<file path="config.mk">
export PLATFORM = sky130hd
export DESIGN_NAME = i2c_reg_ctrl
export DESIGN_NICKNAME = d
export VERILOG_FILES = /design/src/rtl/i2c_reg_ctrl.sv
export SDC_FILE = /design/constraint.sdc
export NUM_CORES = 1
export LEC_CHECK = 0
export BUFFER_PORTS_ARGS = -buffer_cell sky130_fd_sc_hd__buf_2
export CAP_MARGIN = 30
export CORE_MARGIN = 4
export CORE_UTILIZATION = 40
export DETAILED_ROUTE_END_ITERATION = 6
export SETUP_SLACK_MARGIN = 0.05
export SLEW_MARGIN = 20
export SYNTH_ARGS = -nofsm -noshare
export SYNTH_HDL_FRONTEND = slang
export SYNTH_SLANG_ARGS = --single-unit
</file>
<file path="constraint.sdc">
create_clock -name clk -period 2.3 [get_ports clk]
set_clock_uncertainty 0.1 [all_clocks]
set_input_delay 0.23 -clock clk [delete_from_list [all_inputs] [get_ports clk]]
set_output_delay 0.23 -clock clk [all_outputs]
set_load 0.01 [all_outputs]
</file>
<file path="src/rtl/i2c_reg_ctrl.sv">
// Register-write controller: turns the i2c slave byte stream (pointer byte, then data
// bytes) into auto-incrementing writes to a bank of 8-bit configuration registers.
module i2c_reg_ctrl #(
  parameter int NREGS = 8,
  parameter int PTR_W = 3,
  parameter int WRAP  = 1
) (
  input  logic               clk,
  input  logic               reset,
  input  logic [7:0]         data,
  input  logic               data_valid,
  input  logic               start,
  input  logic               stop,
  output logic [NREGS*8-1:0] regs_o,
  output logic               wr_strobe,
  output logic [PTR_W-1:0]   wr_addr,
  output logic [7:0]         wr_data,
  output logic               busy,
  output logic               err
);

  typedef enum logic [1:0] {IDLE, PTR, DATA, DROP} state_t;

  localparam logic [PTR_W-1:0] PTR_LAST = PTR_W'(NREGS - 1);

  state_t           state, state_nxt;
  logic [PTR_W-1:0] ptr, ptr_nxt;
  logic             do_wr, err_set, err_clr;
  logic             ptr_in_range;
  logic [7:0]       bank [NREGS];

  assign ptr_in_range = ({24'd0, data} < 32'(NREGS));
  assign busy         = (state != IDLE);

  // start overrides everything; a byte arriving with stop is handled before leaving.
  always_comb begin
    state_nxt = state;
    ptr_nxt   = ptr;
    do_wr     = 1'b0;
    err_set   = 1'b0;
    err_clr   = 1'b0;
    if (start) begin
      state_nxt = PTR;
      err_clr   = 1'b1;
    end else begin
      if (data_valid) begin
        case (state)
          PTR: begin
            if (ptr_in_range) begin
              ptr_nxt   = data[PTR_W-1:0];
              state_nxt = DATA;
            end else begin
              err_set   = 1'b1;
              state_nxt = DROP;
            end
          end
          DATA: begin
            do_wr = 1'b1;
            if (ptr == PTR_LAST) begin
              if (WRAP != 0) ptr_nxt = '0;
              else           state_nxt = DROP;
            end else begin
              ptr_nxt = ptr + 1'b1;
            end
          end
          DROP:    err_set = 1'b1;
          default: ;
        endcase
      end
      if (stop) state_nxt = IDLE;
    end
  end

  // write stage: bank update and strobe land one clock after data_valid
  always_ff @(posedge clk or negedge reset) begin
    if (!reset) begin
      state     <= IDLE;
      ptr       <= '0;
      wr_strobe <= 1'b0;
      wr_addr   <= '0;
      wr_data   <= '0;
      err       <= 1'b0;
      for (int k = 0; k < NREGS; k++) bank[k] <= '0;
    end else begin
      state     <= state_nxt;
      ptr       <= ptr_nxt;
      wr_strobe <= do_wr;
      if (do_wr) begin
        wr_addr   <= ptr;
        wr_data   <= data;
        bank[ptr] <= data;
      end
      if (err_clr)      err <= 1'b0;
      else if (err_set) err <= 1'b1;
    end
  end

  always_comb begin
    regs_o = '0;
    for (int k = 0; k < NREGS; k++) regs_o[8*k +: 8] = bank[k];
  end

endmodule

</file>
Word level (Yosys, flattened, before mapping)
Cells that the tools add are included.
{"block": "op_classes", "n_addsub": 1, "magnitude_cmp": 3, "eq_ne": 5, "mux": 21, "bitwise": 2, "reduce_logical": 8}
{"cell": "64-bit bitwise mux", "n": 1}
{"cell": "8-bit demux with 3-bit select", "n": 1}
{"cell": "1-bit 2-to-1 mux", "n": 10}
{"cell": "8-bit by 4-bit < comparator with 1-bit output, second input constant", "n": 1}
{"cell": "2-bit 2-to-1 mux", "n": 4}
{"cell": "8-bit 2-to-1 mux", "n": 1}
{"cell": "3-bit 2-to-1 mux", "n": 2}
{"cell": "3-bit case mux with 2 select lines", "n": 1}
{"cell": "2-bit nonzero test", "n": 3}
{"cell": "3-bit nonzero test", "n": 2}
{"cell": "2-bit == test, second input constant", "n": 2}
{"cell": "4-bit >= comparator, second input constant", "n": 1}
{"cell": "4-bit by 1-bit < comparator with 1-bit output, second input constant", "n": 1}
{"cell": "3-bit inverter with 4-bit output", "n": 1}
{"cell": "4-bit AND reduction", "n": 1}
{"cell": "3-bit by 1-bit adder with 3-bit output, second input constant", "n": 1}
{"cell": "3-bit == test, second input constant", "n": 1}
{"cell": "2-bit by 1-bit == test with 1-bit output, second input constant", "n": 1}
{"cell": "2-bit != test, second input constant", "n": 1}
{"cell": "1-bit case mux with 2 select lines", "n": 1}
{"cell": "2-bit AND reduction", "n": 1}
{"cell": "1-bit logical AND", "n": 1}
{"cell": "1-bit inverter", "n": 1}
{"block": "word_totals", "regBits": 82, "input_bits": 13, "output_inout_bits": 78, "elab_cells": 54}

Longest topological paths before layout
{"block": "depth", "depth_word": 7, "depth_mapped": 7, "depth_no_buf": 5}

Least setup slack after synthesis
OpenSTA, ideal clock, no wires.
{"block": "synth_path", "kind": "flip-flop to flip-flop", "startpoint": "register state[0]", "endpoint": "register ptr[0]", "setup_ns": 0.125, "arrival_ns": 1.686, "required_time_ns": 2.075, "setup_slack_ns": 0.389, "stages_incl_launch_ff": 6, "n_path_buf": 0, "synth_period_minus_slack_ns": 1.911, "cell_sequence": "dfrtp_1 inv_1 ha_1 or4bb_1 o21a_4 mux2_4"}
{"block": "synth_between", "elab_chain_len": 3, "word_cells_on_any_way": 6, "cone_classes": "eq/ne: 3; mux: 1; reduce/logical: 2"}
{"element": "start: declaration", "line_no": "26", "text": "state_t state, state_nxt;"}
{"element": "start signal: assignment", "line_no": "85", "text": "state <= state_nxt;"}
{"element": "2-bit by 1-bit == test with 1-bit output / 2-bit == test (equally long branches)", "line_no": "47", "text": "case (state)"}
{"element": "2-bit != test (no source line) / 2-bit nonzero test (equally long branches)"}
{"element": "4-bit AND reduction (no source line)"}
{"element": "end signal: assignment", "line_no": "86", "text": "ptr <= ptr_nxt;"}
{"element": "end: declaration", "line_no": "27", "text": "logic [PTR_W-1:0] ptr, ptr_nxt;"}
Parallel ways exist; a longest one is shown, timed or not.
A chain may end at the register's enable or synchronous reset.

Worst setup path in the final report
{"block": "layout_path", "startpoint": "register state[0]", "endpoint": "register bank, in the netlist regs_o[59]"}
{"block": "layout_between", "elab_chain_len": 4}
{"element": "2-bit == test", "line_no": "47"}
{"element": "1-bit 2-to-1 mux", "line_no": "47"}
{"element": "1-bit 2-to-1 mux", "line_no": "46", "text": "if (data_valid) begin"}
{"element": "1-bit 2-to-1 mux", "line_no": "42", "text": "if (start) begin"}
{"element": "end signal: indexed assignment", "line_no": "91", "text": "bank[ptr] <= data;"}
{"element": "end: declaration", "line_no": "30", "text": "logic [7:0] bank [NREGS];"}
No other way between the ends.

==> metrics.md <==
| Metric | Value |
|---|---|
| Unrepaired setup endpoints after global routing | `false` |
| Clk Latency, worst-skew pair | `0.34 ns` |
| #FFs+latches synth | `82` |
| Reg2reg path depth | `5` |
| Total grt overflow | `0` |
| Critical Path RT | `~2.4 ns` |
| Synth warn | `0` |
| Comb power frac | `0.131` |
| Share of layout cells above drive strength 1 | `0.604` |
| Max Slew Vio Count | `0` |
| H-tree depth | `3` |
| Setup bufs post-CTS | `0` |
| Mapped cell area | `around 3300 um2` |
| Die area | `9890 um2` |
| Max-cap violation count | `0` |
| Pwr Density | `~750 nW/um2` |
| Initial core utilization | `0.409` |
| Critical path class | `flip-flop to flip-flop` |
| Worst-Margin Slew | `0.442 ns` |
| Flop pwr share | `0.531` |
| Peak supply drop | `roughly 370 uV` |
| Core box area | `8180 um2` |
| PnR Total Power | `3.11 mW` |
| Setup violations, final | `0` |
| DRC Markers | `0` |
| Vias in the first global route | `around 2.2k` |
| Layout Cells excl Fill | `423` |
| RR Endpoint | `regs_o[59]$_DFFE_PN0P_` |
| Routability congestion estimate | `around 0.75` |
| Root Buffer | `clkbuf_8` |
| Area delta synth->final | `23.7%` |
| Leakage power | `around 2.3 nW` |
| Ports | `91` |
| Outcome | `complete, no violations` |
| CTS tree | `done` |
| Crit path launch type | `flip-flop` |
| Synth Instances | `218` |
| Sequential-to-total area share from yosys stat | `0.614` |
| Clk slew on worst S/H paths | `0.08 ns` |
| Die Wd | `99.4 um` |
| TNS Setup | `0 ns` |
| Internal Dissipation | `2.27 mW` |
| First-pass GRT wire length | `11900 um` |
| Row count | `33` |
| Ant diodes | `0` |
| Fin crit period | `2.10 ns` |
| Switch share | `0.271` |
| Wire per inst | `17.5 um` |
| Final hold slack | `a little over 0.06 ns` |
| Syn_nets | `237` |
| Clk buf depth | `2` |
| Via count | `2085` |
| Nets | `roughly 330` |
| Hpwl dp | `5190 um` |
| FF-to-FF setup slack | `around 0.2 ns` |
| Hold Vio Cnt, Final | `0` |
| Drt total wl | `7400 um` |
| Psw | `about 840 uW` |
| CP Launch Point | `state[0]$_DFFE_PN0P_` |
| CP endpoint kind | `flip-flop` |
| Area after DPL | `3920 um2` |
| Crit path arrival time | `roughly 2.2 ns` |
| 1st-iter DRT viols | `37` |
| Max-slew headroom | `0.705` |
| CTS resizes | `0` |
| DR pass1 iterations | `3` |
| Clock Sinks | `slightly above 80` |
| Crit-path max FO | `9` |
| Final period utilization | `0.913` |
| Final instance area | `4140 um2` |
| Total GRT Usage | `0.156` |
| Yosys cell types | `29` |
| Number of port buffers | `90` |
| Highest Clock Rate | `0.476 GHz` |
| Post-route ant nets | `0` |
| Inserted Clock Buffers | `9` |
| Vias per Instance | `4.93` |
| Die Span Y | `99.4 um` |
| Syn_area_per_cell | `15.3 um2` |
| R2r startpoint | `state[0]$_DFFE_PN0P_` |
| Placed instance count | `405` |
| Hold_buf cts | `2` |
| Clock Power Share | `0.338` |
| Largest net degree at the start of global routing | `44` |
| Initial antenna violation count | `0` |
| Worst hold path class | `input port to flip-flop` |
| End point of the critical path | `regs_o[59]$_DFFE_PN0P_` |
## stage by stage
stage	worst slack (ns)	util
finish	0.199	0.506
global route	0.0742	0.506
CTS	0.173	0.506
detailed placement	0.194	0.479
global placement	0.253	0.479
floorplan	0.389	-
## cell usage after synthesis
| master | count | area, um2 |
|---|---|---|
| nor2_2 | 1 | 6.26 |
| nor3_1 | 1 | 5.00 |
| buf_6 | 1 | 11.3 |
| nand3_1 | 3 | 15.0 |
| and4bb_2 | 2 | 25.0 |
| inv_1 | 6 | 22.5 |
| nand3b_1 | 1 | 7.51 |
| buf_2 | 3 | 15.0 |
| ha_1 | 6 | 75.1 |
| dfrtp_1 | 82 | 2050 |
| or4bb_1 | 2 | 22.5 |
| nand2_1 | 7 | 26.3 |
| mux2_2 | 72 | 811 |
| nor3b_4 | 1 | 18.8 |
| a21oi_1 | 1 | 5.00 |
| nand4b_1 | 1 | 8.76 |
| clkbuf_1 | 6 | 22.5 |
| mux2_4 | 3 | 45.0 |
| o21ai_0 | 2 | 10.0 |
| nor4b_2 | 1 | 15.0 |
| buf_1 | 2 | 7.51 |
| or4_4 | 1 | 11.3 |
| o22ai_1 | 1 | 6.26 |
| nor2b_1 | 1 | 6.26 |
| o31ai_1 | 1 | 7.51 |
| mux2_1 | 4 | 45.0 |
| nor2_1 | 3 | 11.3 |
| a211oi_1 | 2 | 15.0 |
| o21a_4 | 1 | 15.0 |
## routing by layer
layer	track usage	part of all wire	vias up
met5	0	0	-
met4	0.0599	0.014	0
met3	0.0575	0.077	10
met2	0.238	0.46	61
met1	0.205	0.45	1052
li1	-	-	962
## worst min-delay path by stage
stage               startpoint  depth (start not counted)                    to
finish                   start                          2  state[1]$_DFFE_PN0P_
global route             start                          2  state[1]$_DFFE_PN0P_
CTS                      start                          2  state[1]$_DFFE_PN0P_
detailed placement       reset                          1       err$_DFFE_PN0P_
global placement         reset                          1       err$_DFFE_PN0P_
floorplan                reset                          0       err$_DFFE_PN0P_
## state kept, by name, summed over array words and instances (netlist names)
signal / count
ptr: 3
regs_o: 64
wr_addr: 3
wr_data: 8
wr_strobe: 1
err: 1
state: 2
## worst max-delay path, cell delays in order (launching register included)
cell and delay [ns]:
dfrtp_1 0.42, inv_1 0.09, ha_1 0.32, nand4b_1 0.25, nor2_2 0.44, mux2_2 0.38
## cells in the final DEF (no fill, tap or decap), types with 3 or more instances in the layout
master	count
buf_4	4
dfrtp_1	82
nand3_1	3
mux2_1	4
mux2_2	72
clkinvlp_4	4
inv_1	6
clkbuf_8	9
nand2_1	7
buf_2	89
mux2_4	3
ha_1	6
nor2_1	3
## power by group through the flow
| stage | registers [mW] | clock network, mW | logic [mW] |
|---|---|---|---|
| after floorplan | 1.70 | 0 | 0.192 |
| after global placement | 1.68 | 0 | 0.405 |
| after detailed placement | 1.68 | 0 | 0.417 |
| after CTS | 1.65 | 1.08 | 0.421 |
| after global routing | 1.67 | 1.15 | 0.452 |
| final | 1.65 | 1.05 | 0.408 |
## cell type report
type                    instances  area [um2]
clock inverters                 7        77.6
well taps                     105         131
multi-input cells             118        1210
repair buffers                 96         515
fillers                       752        4040
flip-flops and latches         82        2050
inverters                       6        22.5
clock buffers                   9         124
## logic make-up after synthesis
kind of cell	after synthesis	share of synthesized area
DFF	82	0.614
AOI/OAI and AO/OA	8	0.0176
adders and majority gates	6	0.0224
muxes	79	0.269
and+or+nand+nor	25	0.0535
buffers and inverters	18	0.0236
(Power assumes the default switching activity.)
